**config.mk**
```make
export PLATFORM = sky130hd
export DESIGN_NAME = ff_excitation_driver
export DESIGN_NICKNAME = d
export VERILOG_FILES = /design/src/rtl/ff_excitation_driver.sv
export SDC_FILE = /design/constraint.sdc
export NUM_CORES = 1
export LEC_CHECK = 0
export BUFFER_PORTS_ARGS = -buffer_cell sky130_fd_sc_hd__buf_2
export CORE_MARGIN = 5
export CORE_UTILIZATION = 30
export DETAILED_ROUTE_END_ITERATION = 16
export SYNTH_ARGS = -nofsm -noshare
export SYNTH_HDL_FRONTEND = slang
export SYNTH_SLANG_ARGS = --single-unit
```
**constraint.sdc**
```tcl
create_clock -name clk -period 2.69 [get_ports clk]
set_clock_uncertainty 0.05 [all_clocks]
set_input_delay 0.1345 -clock clk [delete_from_list [all_inputs] [get_ports clk]]
set_output_delay 0.1345 -clock clk [all_outputs]
set_load 0.02 [all_outputs]
```
**src/rtl/ff_excitation_driver.sv**
```systemverilog
// ff_excitation_driver: derives per-lane flip-flop excitation (SR/D/JK/T) from a
// desired next-state word, drives it for one clock edge, then checks the lanes'
// Q outputs against the target and counts failing checks.
// Optional feature: define JK_TOGGLE_EN to drive J=K=1 on JK lanes that change.
module ff_excitation_driver #(
  parameter int WIDTH = 4,
  parameter int CNT_W = 8
) (
  input  logic             clk,
  input  logic             rst,
  input  logic [1:0]       mode,
  input  logic             clr_cnt,
  input  logic             tgt_valid,
  output logic             tgt_ready,
  input  logic [WIDTH-1:0] tgt_q,
  input  logic [WIDTH-1:0] ff_q,
  output logic [WIDTH-1:0] exc_a,
  output logic [WIDTH-1:0] exc_b,
  output logic             done,
  output logic [WIDTH-1:0] err_mask,
  output logic [CNT_W-1:0] mismatch_cnt
);

  typedef enum logic [1:0] {IDLE, DRIVE, CHECK} state_t;

  localparam logic [1:0] MODE_SR = 2'b00;
  localparam logic [1:0] MODE_D  = 2'b01;
  localparam logic [1:0] MODE_JK = 2'b10;
  localparam logic [1:0] MODE_T  = 2'b11;

  state_t           state_q, state_d;
  logic [1:0]       mode_r_q, mode_r_d;
  logic [WIDTH-1:0] tgt_r_q, tgt_r_d;
  logic [WIDTH-1:0] exc_a_q, exc_a_d;
  logic [WIDTH-1:0] exc_b_q, exc_b_d;
  logic             done_q, done_d;
  logic [WIDTH-1:0] err_q, err_d;
  logic [CNT_W-1:0] cnt_q, cnt_d;
  logic [WIDTH-1:0] err_new;

  // Excitation {a, b} that moves each lane from cur to tgt for the given type.
  function automatic logic [2*WIDTH-1:0] excite(input logic [1:0] m,
                                                input logic [WIDTH-1:0] cur,
                                                input logic [WIDTH-1:0] tgt);
    logic [WIDTH-1:0] a, b;
    a = '0;
    b = '0;
    case (m)
      MODE_SR: begin
        a = ~cur & tgt;
        b = cur & ~tgt;
      end
      MODE_D: a = tgt;
      MODE_JK: begin
`ifdef JK_TOGGLE_EN
        a = cur ^ tgt;
        b = cur ^ tgt;
`else
        a = ~cur & tgt;
        b = cur & ~tgt;
`endif
      end
      default: a = cur ^ tgt;
    endcase
    return {a, b};
  endfunction

  // Excitation that leaves the lanes where they are between transactions.
  function automatic logic [2*WIDTH-1:0] hold(input logic [1:0] m,
                                              input logic [WIDTH-1:0] tgt);
    return (m == MODE_D) ? {tgt, {WIDTH{1'b0}}} : {2*WIDTH{1'b0}};
  endfunction

  // Per-lane compare; an unknown Q bit falls through to the mismatch branch.
  function automatic logic [WIDTH-1:0] mismatch(input logic [WIDTH-1:0] tgt,
                                                input logic [WIDTH-1:0] q);
    logic [WIDTH-1:0] e;
    for (int i = 0; i < WIDTH; i++) begin
      if (q[i] == tgt[i]) e[i] = 1'b0;
      else                e[i] = 1'b1;
    end
    return e;
  endfunction

  function automatic logic [CNT_W-1:0] sat_inc(input logic [CNT_W-1:0] c);
    return (c == {CNT_W{1'b1}}) ? c : c + 1'b1;
  endfunction

  assign err_new = mismatch(tgt_r_q, ff_q);

  // Next-state, excitation and check logic for the IDLE/DRIVE/CHECK sequence.
  always_comb begin
    state_d            = state_q;
    mode_r_d           = mode_r_q;
    tgt_r_d            = tgt_r_q;
    {exc_a_d, exc_b_d} = hold(mode_r_q, tgt_r_q);
    done_d             = 1'b0;
    err_d              = err_q;
    cnt_d              = cnt_q;
    case (state_q)
      IDLE: begin
        if (tgt_valid) begin
          tgt_r_d            = tgt_q;
          mode_r_d           = mode;
          {exc_a_d, exc_b_d} = excite(mode, ff_q, tgt_q);
          state_d            = DRIVE;
        end
      end
      DRIVE: state_d = CHECK;
      CHECK: begin
        err_d   = err_new;
        done_d  = 1'b1;
        if (err_new != '0) cnt_d = sat_inc(cnt_q);
        state_d = IDLE;
      end
      default: state_d = IDLE;
    endcase
    if (clr_cnt) cnt_d = '0;
  end

  // State and output registers; reset aborts any transaction in flight.
  always_ff @(posedge clk) begin
    if (rst) begin
      state_q  <= IDLE;
      mode_r_q <= MODE_SR;
      tgt_r_q  <= '0;
      exc_a_q  <= '0;
      exc_b_q  <= '0;
      done_q   <= 1'b0;
      err_q    <= '0;
      cnt_q    <= '0;
    end else begin
      state_q  <= state_d;
      mode_r_q <= mode_r_d;
      tgt_r_q  <= tgt_r_d;
      exc_a_q  <= exc_a_d;
      exc_b_q  <= exc_b_d;
      done_q   <= done_d;
      err_q    <= err_d;
      cnt_q    <= cnt_d;
    end
  end

  assign tgt_ready    = (state_q == IDLE);
  assign exc_a        = exc_a_q;
  assign exc_b        = exc_b_q;
  assign done         = done_q;
  assign err_mask     = err_q;
  assign mismatch_cnt = cnt_q;

endmodule

```
Word level (Yosys, flattened, before mapping)
Index checks and enable logic that the tools add are counted.
{ "word_totals": {"ff_bits": 29, "inputBits": 14} }
{ "classes": {"n_addsub": 1, "n_eq_ne": 11, "mux": 14, "bitwise": 6, "n_reduce_logical": 7} }
{ "ops": {"columns": ["operator", "count"], "rows": [
  ["two-way mux 4 bit", 5],
  ["adder 8 x 1 -> 8 bit (second input constant)", 1],
  ["bitwise AND 4 bit", 2],
  ["equality test 8 bit (second input constant)", 1],
  ["two-way mux 8 bit", 1],
  ["NOT 4 bit", 2],
  ["one-hot mux 4 bit (2 select lines)", 1],
  ["equality test 2 x 1 -> 1 bit (second input constant)", 3],
  ["two-way mux 1 bit", 5],
  ["equality test 1 bit", 4],
  ["equality test 2 bit (second input constant)", 2],
  ["zero test 2 bit", 2],
  ["one-hot mux 2 bit (2 select lines)", 1],
  ["nonzero test 4 bit", 1],
  ["OR reduction 2 bit", 2],
  ["bitwise XOR 4 bit", 1],
  ["AND reduction 3 bit", 1],
  ["two-way mux 2 bit", 1],
  ["!= test 2 bit (second input constant)", 1],
  ["AND reduction 2 bit", 1],
  ["NOT 1 bit", 1]
]} }

Longest topological paths before layout
{ "logic_depth": {"word_depth": 5, "ltp_mapped": 6, "mapped_depth_nobuf": 6} }

Least setup slack after synthesis
OpenSTA, ideal clock, no wires.
{ "synth_path": {"kind": "reg-to-reg", "from": "register cnt_q[0] (netlist: mismatch_cnt[0])", "to": "register cnt_q[4] (netlist: mismatch_cnt[4])", "arrival_ns": 1.506, "required_ns": 2.570, "slack_ns": 1.065, "stages_incl_launch_ff": 6, "synth_period_minus_slack_ns": 1.625, "path_cell_list": "dfxtp_1 ha_1 nand3_1 o21ai_2 or4_1 a21oi_1"} }
{ "synth_between": {"elab_chain_cells": 3, "elab_cells_between_ends": 4, "cone_classes": "1 x add/sub; 1 x eq/ne; 1 x bitwise; 1 x reduce/logical"} }
{ "synth_lines": {"columns": ["item", "line_no", "rtl"], "rows": [
  ["start: declaration", "38", "logic [CNT_W-1:0] cnt_q, cnt_d;"],
  ["start signal: assignment", "140", "cnt_q <= cnt_d;"],
  ["parallel branches: the longest is 3 deep, another holds adder 8 x 1 -> 8 bit", null, null]
]} }
Several ways; the timed one is not identified.
A chain may end at the register's enable or synchronous reset.

Worst setup path after layout
Ends and elaborated chain as after synthesis.

==> metrics <==
vias 1168; # diodes 0; slowest cell on the critical path or4_1; syn nets 183; Comb pwr share 0.104; reg2reg setup slack 1.04 ns; Hold Vio Cnt, Final 0; P_int 785.1 uW; Starting DRT DRC Count 48; Max Cap Viol 0; synth-to-layout area growth 22.21%; final setup fails 0; hold depth 3; row cnt 24; fin area 0.001714 mm^2; clk_lat worst skew 0.28 ns; post-route antenna net violation count 0; Switching Fraction 0.2345; Pwr Density 598.3 mW/mm^2; Post-Syn Area 0.001403 mm^2; delay of the slowest cell on the worst path 0.49 ns; core footprint 0.004444 mm^2; Resize count post-CTS 0; flops & latches, synth 29; Synth cell types 31; post-CTS setup buffers 0; kind of critical path register to register; Mapped Avg Cell Area 8.766 um^2; DRT Pass-1 Iters 4; post-synthesis sequential area ratio 0.4139; status complete, no violations; cell accounting for the most synthesized area dfxtp_1; Compound-Gate Fraction of Synth Area 0.1855; combinational family with the most area after synthesis simple AND/OR/NAND/NOR gates; Reg2Reg Depth 5; RSZ-0062 raised after global routing false; final worst path period need 1.651 ns; Final nets 216; Synth Area in Adders 0.08029; crit-path max FO 9; mux contribution to synthesized area 0.007136; Synth Flop Type dfxtp_1; VDD IR-drop max 0.2664 mV; DIE AREA 0.006143 mm^2; initial antenna violation count 0; Initial Util 0.3156; Sw Pwr 240.5 uW; All-Layer GR Usage 0.1103; crit-path cells ha_1 > nand3_1 > o21ai_2 > or4_1 > a21oi_1; Final Instance Count excl. Fillers 246; Worst Path Arrival 1.82 ns; die height 78.38 um; Max Root-Sink Buffers 2; drt drc 0; hold_ws 0.07645 ns; Post-Synth Simple-Gate Area 0.2319; cts bufs inserted 5; Placed Cells 238; Clock Tree Root clkbuf_8; die width 78.38 um; io pins 36; drt wl/cell 12.55 um; H-tree depth 2; worst r2r dst mismatch_cnt[4]; final WL 3088 um; port bufs 35; Final Cycle Share 0.6138; Post-synth EDFFs 0; Post-Synthesis Cells 160; Clock Power Share 0.456; Placer Congestion 0.7701; Crit. End Element register; Congestion Overflow GR 0; vias per std cell 4.748; reg2reg start mismatch_cnt[0]; global-route wire length before repair 5347 um; clock slew at reported path FFs 0.07 ns; largest net degree at the start of global routing 22; leading post-synthesis cells by cell area dfxtp_1, ha_1, a21oi_1; Synth top area share 0.4139; highest clock rate 0.6057 GHz; Static Leak 0.0007506 uW; Worst Hold Path EP tgt_r_q[3]; Worst setup SP type register; Hold-fix buffers, CTS 0; min-delay worst type input pin to register; Hold Startpoint tgt_q[3]; Synth warnings 0; max-slew violation count 0; Worst-Margin Slew 0.4228 ns; asr flop ratio synth 0; Sink Count 29; detailed placer's ending HPWL 2275 um; Synth Area in XOR/XNOR 0.02498; Slew headroom 0.7160; Critical Path RT 2.86 ns; register share of total power 0.440; Fin Setup TNS 0 ns; share of cells above drive strength 1 0.2474; CTS tree yes; via count of the first global-routing pass 1133; DP Area 0.001598 mm^2
## per-stage QoR
stage	util	power (uW)	setup WS, ns
3_5_place_dp	0.3595	568.8	1.064
5_1_grt	0.3857	1077	0.9301
2_1_floorplan	-	534.5	1.065
3_3_place_gp	0.3595	567.7	1.098
4_1_cts	0.3857	1041	1.043
6_report	0.3857	1026	1.039
## worst max path at each step
stage                    start               to  slack [ns]  depth (start not counted)
6_report       mismatch_cnt[0]  mismatch_cnt[4]        1.04                          5
5_1_grt        mismatch_cnt[0]  mismatch_cnt[5]        0.93                          5
4_1_cts        mismatch_cnt[0]  mismatch_cnt[4]        1.04                          5
3_5_place_dp   mismatch_cnt[0]  mismatch_cnt[4]        1.06                          5
3_3_place_gp   mismatch_cnt[0]  mismatch_cnt[4]        1.10                          5
2_1_floorplan  mismatch_cnt[0]  mismatch_cnt[4]        1.06                          5
## synth_stat cells (all sizes together) (2+ instances only)
cell and number:
a211oi 4, a21oi 16, and2 6, buf 3
clkbuf 6, dfxtp 29, ha 9, inv 9
nand2 20, nand3 7, nor2 7, nor2b 6
nor3b 2, o211a 4, o21a 2, o21ai 7
o31ai 4, or3 3, or4 4, xnor2 4
## sequential cells by signal, indices dropped and copies added (netlist names)
| signal | count |
|---|---|
| mismatch_cnt | 8 |
| exc_b | 4 |
| done | 1 |
| state_q | 2 |
| err_mask | 4 |
| tgt_r_q | 4 |
| mode_r_q | 2 |
| exc_a | 4 |
## power groups by stage
stage          clock, uW  combinational (uW)  sequential, uW
2_1_floorplan          0                65.8             469
3_3_place_gp           0                 107             460
3_5_place_dp           0                 108             461
4_1_cts              481                 108             451
5_1_grt              503                 122             453
6_report             468                 107             451
## metal layers
layer	up-vias	part of all wire	GRT usage
met2	31	0.44	0.1747
met5	-	0	0
li1	619	-	-
met4	0	0.014	0.03671
met3	6	0.067	0.04348
met1	512	0.48	0.1372
## area by class of cell
class | instances | area, um^2
multi-input cells | 113 | 743.2
repair buffers | 35 | 175.2
flip-flops and latches | 29 | 580.6
clock buffers | 7 | 86.33
clock inverters | 1 | 30.03
well taps | 52 | 65.06
inverters | 9 | 33.78
fillers | 478 | 2730
## critical path: cells and delay by family (launching register included)
family / cells / cell delay [ns]
compound gates: 2 / 0.28
simple gates: 2 / 0.66
fa+ha+maj: 1 / 0.25
flops: 1 / 0.34
## cell families after synthesis
kind of cell	after synthesis
compound gates	38
xor+xnor	4
fa+ha+maj	9
buf+inv	18
flops	29
mux	1
simple gates	61
## layout by cell type (no fill, tap or decap)
cell type and instances:
nor3_1 1, nor3b_1 2, clkbuf_1 1, nand2_1 20, o31ai_1 4, bufinv_16 1, a21oi_1 16, or4_1 4
nor2b_1 6, nor2_1 7, nand4_1 1, nor4_2 1, and2b_2 1, o21ai_2 1, and2_1 6, buf_2 35
a211oi_1 4, o21a_1 2, or3_1 3, o21ai_0 6, xnor2_1 4, or2_2 1, nand3_1 7, o211a_1 4
dfxtp_1 29, clkbuf_8 6, inv_1 9, and4_4 1, ha_1 9, o2111ai_4 1, mux2i_1 1
No activity file was read; power rests on OpenSTA's default activity.
